==> src/rtl/stepper_sequencer_pkg.sv <==
// rtl/stepper_sequencer_pkg.sv - shared types and constants for the stepper sequencer
package stepper_sequencer_pkg;

  localparam int CNT_W = 16;

  typedef enum logic [2:0] {
    IDLE,
    SETUP,
    STEP_HI,
    STEP_LO,
    DONE
  } state_t;

  // A half period of zero would stall the phase timer, so it runs as one cycle.
  function automatic logic [CNT_W-1:0] half_or_one(input logic [CNT_W-1:0] value);
    return (value == '0) ? CNT_W'(1) : value;
  endfunction

endpackage

==> src/rtl/step_phase_timer.sv <==
// rtl/step_phase_timer.sv - phase timer: expire asserts in the last of load_value cycles after start
module step_phase_timer
  import stepper_sequencer_pkg::*;
(
  input  logic             clk,
  input  logic             rst,
  input  logic [CNT_W-1:0] load_value,
  input  logic             start,
  output logic             expire
);

  logic [CNT_W-1:0] count;
  logic             running;

  // Loading value-1 lets a phase of exactly load_value cycles end without an extra compare.
  always_ff @(posedge clk) begin
    if (rst) begin
      count   <= '0;
      running <= 1'b0;
    end else if (start) begin
      count   <= load_value - CNT_W'(1);
      running <= 1'b1;
    end else if (running) begin
      if (count == '0) begin
        running <= 1'b0;
      end else begin
        count <= count - CNT_W'(1);
      end
    end
  end

  assign expire = running && (count == '0);

endmodule

==> src/rtl/stepper_sequencer.sv <==
// rtl/stepper_sequencer.sv - step/dir move sequencer with setup time, abort and signed position
module stepper_sequencer
  import stepper_sequencer_pkg::*;
(
  input  logic             clk,
  input  logic             rst,
  input  logic             start,
  input  logic             move_dir,
  input  logic [CNT_W-1:0] move_steps,
  input  logic [CNT_W-1:0] half_period,
  input  logic             abort,
  input  logic             pos_clear,
  output logic             step,
  output logic             dir,
  output logic             busy,
  output logic             done,
  output logic             aborted,
  output logic [CNT_W-1:0] steps_left,
  output logic [CNT_W-1:0] position
);

  state_t           state;
  state_t           next_state;
  logic             timer_start;
  logic             expire;
  logic [CNT_W-1:0] h_q;
  logic [CNT_W-1:0] load_value;
  logic             latch_move;
  logic             step_entry;
  logic             abort_hit;
  logic             in_move;

  // The first phase starts on the latch edge, before h_q holds the new value.
  assign load_value = (state == IDLE) ? half_or_one(half_period) : h_q;

  step_phase_timer u_timer (
    .clk        (clk),
    .rst        (rst),
    .load_value (load_value),
    .start      (timer_start),
    .expire     (expire)
  );

  always_ff @(posedge clk) begin
    if (rst) begin
      state <= IDLE;
    end else begin
      state <= next_state;
    end
  end

  always_comb begin
    next_state  = state;
    timer_start = 1'b0;
    case (state)
      IDLE: begin
        if (start) begin
          if (move_steps == '0) begin
            next_state = DONE;
          end else begin
            next_state  = SETUP;
            timer_start = 1'b1;
          end
        end
      end
      SETUP: begin
        if (abort) begin
          next_state = DONE;
        end else if (expire) begin
          next_state  = STEP_HI;
          timer_start = 1'b1;
        end
      end
      STEP_HI: begin
        if (abort) begin
          next_state = DONE;
        end else if (expire) begin
          next_state  = STEP_LO;
          timer_start = 1'b1;
        end
      end
      STEP_LO: begin
        if (abort) begin
          next_state = DONE;
        end else if (expire) begin
          if (steps_left != '0) begin
            next_state  = STEP_HI;
            timer_start = 1'b1;
          end else begin
            next_state = DONE;
          end
        end
      end
      DONE:    next_state = IDLE;
      default: next_state = IDLE;
    endcase
  end

  assign in_move    = (state == SETUP) || (state == STEP_HI) || (state == STEP_LO);
  assign latch_move = (state == IDLE) && start;
  assign step_entry = (next_state == STEP_HI) && (state != STEP_HI);
  assign abort_hit  = in_move && abort;

  // Outputs are registered from next_state so they line up with the state register.
  always_ff @(posedge clk) begin
    if (rst) begin
      step       <= 1'b0;
      dir        <= 1'b0;
      busy       <= 1'b0;
      done       <= 1'b0;
      aborted    <= 1'b0;
      steps_left <= '0;
      position   <= '0;
      h_q        <= '0;
    end else begin
      step <= (next_state == STEP_HI);
      busy <= (next_state == SETUP) || (next_state == STEP_HI) || (next_state == STEP_LO);
      done <= (next_state == DONE);

      if (latch_move) begin
        dir        <= move_dir;
        steps_left <= move_steps;
        h_q        <= half_or_one(half_period);
        aborted    <= 1'b0;
      end else if (abort_hit) begin
        aborted <= 1'b1;
      end

      if (step_entry) begin
        steps_left <= steps_left - CNT_W'(1);
      end

      // A clear on a step-entry edge is applied before the step, so the step survives.
      if (step_entry) begin
        position <= (pos_clear ? '0 : position) + (dir ? CNT_W'(1) : {CNT_W{1'b1}});
      end else if (pos_clear) begin
        position <= '0;
      end
    end
  end

endmodule

==> config.mk <==
export PLATFORM = sky130hd
export DESIGN_NAME = stepper_sequencer
export DESIGN_NICKNAME = d
export VERILOG_FILES = /design/src/rtl/stepper_sequencer_pkg.sv /design/src/rtl/step_phase_timer.sv /design/src/rtl/stepper_sequencer.sv
export SDC_FILE = /design/constraint.sdc
export NUM_CORES = 1
export LEC_CHECK = 0
export CAP_MARGIN = 15
export CORE_ASPECT_RATIO = 0.7
export CORE_MARGIN = 1
export CORE_UTILIZATION = 59
export DETAILED_ROUTE_END_ITERATION = 7
export PLACE_DENSITY_LB_ADDON = 0.12
export SETUP_SLACK_MARGIN = 0.5
export SLEW_MARGIN = 0
export SYNTH_ARGS = -nofsm -noshare
export SYNTH_HDL_FRONTEND = slang
export SYNTH_SLANG_ARGS = --single-unit
==> constraint.sdc <==
create_clock -name clk -period 10.2 [get_ports clk]
set_clock_uncertainty 0.15 [all_clocks]
set_input_delay 1.53 -clock clk [delete_from_list [all_inputs] [get_ports clk]]
set_output_delay 1.53 -clock clk [all_outputs]
set_load 0.01 [all_outputs]
==> summary.md <==
| Metric | Value |
|---|---|
| Slew Limit Fails | 0 |
| Worst Path Arrival | 5.70 ns |
| WL final | 13,700 um |
| Sequence of cells on the critical path | clkdlybuf4s50_1, nor4_1, nand4_1, nand2_1, and2_1, nor2_1, a21oi_1, ha_1, o211ai_1, nor2b_1, mux2i_1, nor3_1, xnor2_1, a211oi_1 |
| Launching element type of the critical path | primary input |
| Total Negative Setup Slacks | 0 ns |
| # H-tree levels | 3 |
| Cell Rows | 26 |
| Warnings from Yosys | 0 |
| Overall die height | 77.0 um |
| Top cell type's share of synthesized area | 30.9% |
| Share of the synthesized area in compound gates (AO/OA/AOI/OAI) | 20.5% |
| Total design power | 905 uW |
| Distinct cell type count of the synthesized netlist | 62 |
| Gr ovfl total | 0 |
| Largest family of logic cells by synthesized area | simple AND/OR/NAND/NOR gates |
| CTS resizes | 0 |
| Post-synthesis net count | 683 |
| DRC viols | 0 |
| Result of the run | finished clean |
| Total number of clock tree sinks | 73 |
| Buffers added on ports | 74 |
| CTS tree | yes |
| Crit path buf inv count | 1 |
| Least setup slack across all paths after layout | 4.59 ns |
| Count of nets left with antenna violations after detail routing | 0 |
| CTS Hold Bufs | 0 |
| Adder-Cell Fraction of Synth Area | 4.65% |
| Required time of the critical path | 10.30 ns |
| Largest delay share family, worst path | simple AND/OR/NAND/NOR gates |
| Final worst-path cycle share | 55.0% |
| Share of synthesized flip-flops with an asynchronous set or reset | 0% |
| Worst-case setup slack after placement | 4.40 ns |
| Startpoint-to-endpoint class of the critical path | primary input to register |
| # setup viols final | 0 |
| Leak | 0.00219 uW |
| Worst-path fanout max | 29 |
| Post-route core utilization | 77.2% |
| Longest individual stage delay on the worst path | 0.84 ns |
| GRT Util Overall | 33.4% |
| Postcts setup bufs | 0 |
| Largest cells by area after synthesis | sky130_fd_sc_hd__dfxtp_1 (31%), sky130_fd_sc_hd__nand2_1 (8.2%), sky130_fd_sc_hd__a21oi_1 (8.0%) |
| Hold Fails Final Rpt | 0 |
| Worst max-slew margin expressed relative to the limit | 25.8% |
| Cell chosen for the clock root | sky130_fd_sc_hd__clkbuf_16 |
| Share of final-layout standard cells stronger than drive strength 1 | 5.35% |
| Via count normalized by instance count | 6.25 |
| Transition at the pin with the smallest max-transition slack | 1.11 ns |
| Max-cap violations | 0 |
| Share of the yosys chip area belonging to registers | 30.9% |
| Die Span X | 109 um |
| Largest net degree at the start of global routing | 77 |
| Clock latency on the worst-skew pair | 0.34 ns |
| Wire length of the first global-routing pass | 21,700 um |
| Antenna diode count | 0 |
| Routability congestion estimate | 0.929 |
| Shortest period the worst path allows | 5.61 ns |
| Largest voltage drop on the vdd net | 183 uV |
| Simple-gate portion of the synthesized area | 30.2% |
| Number of primary I/O pins | 75 |
| Length of the first detailed-routing pass in iterations | 7 |
| Maximum number of buffers from clock root to sink | 2 |
| Area of the die | 8390 um2 |
| Slowest cell on the critical path | sky130_fd_sc_hd__and2_1 |
| EDFF count, synth | 0 |
| Clock transition at the registers of the reported paths | 0.06 ns |
| Mapped cell area | 4730 um2 |
| Cell taking the most area after synthesis | sky130_fd_sc_hd__dfxtp_1 |
| Most used flip-flop cell after synthesis | sky130_fd_sc_hd__dfxtp_1 |
| Vias after detailed routing | 4,934 |
| Core area | 7510 um2 |
| Number of global-route vias before repair | 4,293 |
| Initial antenna violation count | 0 |
| XOR/XNOR share of the synthesized area | 4.25% |
| Final #Nets | 742 |
| Achievable Freq | 178 MHz |
| Crit. End Element | register |
| Routed wirelength normalized by instance count | 17.3 um |
| Type of the most critical hold path | register to register |
| Total of flip-flops plus latches after synthesis | 73 |
| Synthesized instance count | 628 |
| Multiplexer share of the synthesized area | 5.84% |
| Relative area change from synthesis to final layout | 22.6% |
| Sum of net half-perimeters after detailed placement | 9620 um |
| DRT iter0 DRCs | 498 |
| RSZ-0062 raised after global routing | no |
| Syn_area_per_cell | 7.54 um2 |
| TritonCTS Buffers | 9 |
| Starting density of the core | 63.0% |
| Pwr dens | 156 nW/um2 |
## routing by layer
layer | vias to the layer above | track usage, % | wire, um
li1 | 2376 | - | -
met1 | 2277 | 49.6 | 6320
met2 | 262 | 46.9 | 5720
met3 | 19 | 10.5 | 1530
met4 | 0 | 6.35 | 124
met5 | - | 0 | 0
## worst paths after layout
kind            startpoint           endpoint  slack (ns)  cells past startpoint
max          move_steps[0]  u_timer.count[12]        4.59                     14
max reg2reg  steps_left[3]  u_timer.count[12]        5.54                     13
min                 h_q[8]             h_q[8]        0.31                      2
min reg2reg         h_q[8]             h_q[8]        0.31                      2
## per-stage QoR
stage / cell area (um2) / std cells / hold WS (ns)
global placement: 5510 / 774 / 0.289
finish: 5800 / 790 / 0.311
detailed placement: 5510 / 774 / 0.298
global route: 5800 / 790 / 0.332
CTS: 5800 / 790 / 0.306
floorplan: 4730 / 628 / 0.284
## kinds of logic after synthesis
group                    count (synthesis)
AND/OR/NAND/NOR                        291
AO/OA/AOI/OAI                          157
XOR/XNOR                                23
adder cells (fa/ha/maj)                 17
flip-flops                              73
buffers and inverters                   41
multiplexers                            26
## synthesized netlist by cell type, types with 3 or more instances
| master | count |
|---|---|
| sky130_fd_sc_hd__a21oi_1 | 76 |
| sky130_fd_sc_hd__xnor2_1 | 16 |
| sky130_fd_sc_hd__o31ai_1 | 5 |
| sky130_fd_sc_hd__nor2_1 | 66 |
| sky130_fd_sc_hd__clkbuf_1 | 18 |
| sky130_fd_sc_hd__buf_1 | 3 |
| sky130_fd_sc_hd__a211oi_1 | 10 |
| sky130_fd_sc_hd__mux2i_1 | 22 |
| sky130_fd_sc_hd__nor3b_1 | 4 |
| sky130_fd_sc_hd__o211ai_1 | 8 |
| sky130_fd_sc_hd__nand2b_1 | 3 |
| sky130_fd_sc_hd__nor3_1 | 24 |
| sky130_fd_sc_hd__o41ai_1 | 3 |
| sky130_fd_sc_hd__a21o_1 | 4 |
| sky130_fd_sc_hd__nand2_1 | 103 |
| sky130_fd_sc_hd__nor2b_1 | 23 |
| sky130_fd_sc_hd__ha_1 | 16 |
| sky130_fd_sc_hd__buf_2 | 9 |
| sky130_fd_sc_hd__or3_1 | 8 |
| sky130_fd_sc_hd__a31oi_1 | 10 |
| sky130_fd_sc_hd__o21ai_1 | 3 |
| sky130_fd_sc_hd__dfxtp_1 | 73 |
| sky130_fd_sc_hd__nand3_1 | 19 |
| sky130_fd_sc_hd__nor4_1 | 15 |
| sky130_fd_sc_hd__o21a_1 | 6 |
| sky130_fd_sc_hd__o21ai_0 | 16 |
| sky130_fd_sc_hd__and3_1 | 4 |
| sky130_fd_sc_hd__inv_1 | 10 |
| sky130_fd_sc_hd__xor2_1 | 7 |
| sky130_fd_sc_hd__and2_1 | 3 |
## registers in the layout, indices dropped and copies added (netlist names)
name / flops
steps_left: 16
busy: 1
h_q: 16
u_timer.running: 1
position: 16
u_timer.count: 16
step: 1
dir: 1
aborted: 1
state: 3
done: 1
## area by class of cell
| cell class | instances | area, um2 |
|---|---|---|
| Clock inverter | 5 | 55.1 |
| Tap cell | 98 | 123 |
| Inverter | 10 | 37.5 |
| Timing Repair Buffer | 79 | 773 |
| Clock buffer | 11 | 243 |
| Fill cell | 575 | 1710 |
| Sequential cell | 73 | 1460 |
| Multi-Input combinational cell | 514 | 3110 |
## worst register-to-register path, stage by stage, from the launching register on
cell	delay, ns
sky130_fd_sc_hd__dfxtp_1	0.37
sky130_fd_sc_hd__nor4_1	0.59
sky130_fd_sc_hd__nand4_1	0.28
sky130_fd_sc_hd__o2111ai_2	0.41
sky130_fd_sc_hd__and2_1	0.84
sky130_fd_sc_hd__nor2_1	0.16
sky130_fd_sc_hd__a21oi_1	0.21
sky130_fd_sc_hd__ha_1	0.31
sky130_fd_sc_hd__o211ai_1	0.19
sky130_fd_sc_hd__nor2b_1	0.26
sky130_fd_sc_hd__mux2i_1	0.20
sky130_fd_sc_hd__nor3_1	0.30
sky130_fd_sc_hd__xnor2_1	0.10
sky130_fd_sc_hd__a211oi_1	0.21
## cells in the final DEF (no fill, tap or decap), types with 4 or more instances in the layout
cell type and instances:
sky130_fd_sc_hd__nand2_1 103, sky130_fd_sc_hd__a31oi_1 10, sky130_fd_sc_hd__nor3b_1 4, sky130_fd_sc_hd__xnor2_1 16
sky130_fd_sc_hd__nor4_1 15, sky130_fd_sc_hd__or3_1 8, sky130_fd_sc_hd__o21a_1 6, sky130_fd_sc_hd__dfxtp_1 73
sky130_fd_sc_hd__inv_1 10, sky130_fd_sc_hd__clkdlybuf4s50_1 73, sky130_fd_sc_hd__a211oi_1 10, sky130_fd_sc_hd__ha_1 16
sky130_fd_sc_hd__mux2i_1 22, sky130_fd_sc_hd__a21oi_1 76, sky130_fd_sc_hd__and3_1 4, sky130_fd_sc_hd__o21ai_0 16
sky130_fd_sc_hd__nor2b_1 23, sky130_fd_sc_hd__o31ai_1 5, sky130_fd_sc_hd__xor2_1 7, sky130_fd_sc_hd__a21o_1 4
sky130_fd_sc_hd__clkbuf_16 9, sky130_fd_sc_hd__buf_4 5, sky130_fd_sc_hd__nor2_1 66, sky130_fd_sc_hd__o211ai_1 8
sky130_fd_sc_hd__nand3_1 19, sky130_fd_sc_hd__nor3_1 22
## report_power, final
| group | switching [uW] | total [uW] | internal (uW) | leakage (uW) |
|---|---|---|---|---|
| logic | 149 | 251 | 102 | 0.00145 |
| registers | 26.4 | 335 | 308 | 0.000598 |
| clock network | 123 | 319 | 195 | 0.000142 |
| total | 299 | 905 | 606 | 0.00219 |
No activity file was read; power rests on OpenSTA's default activity.
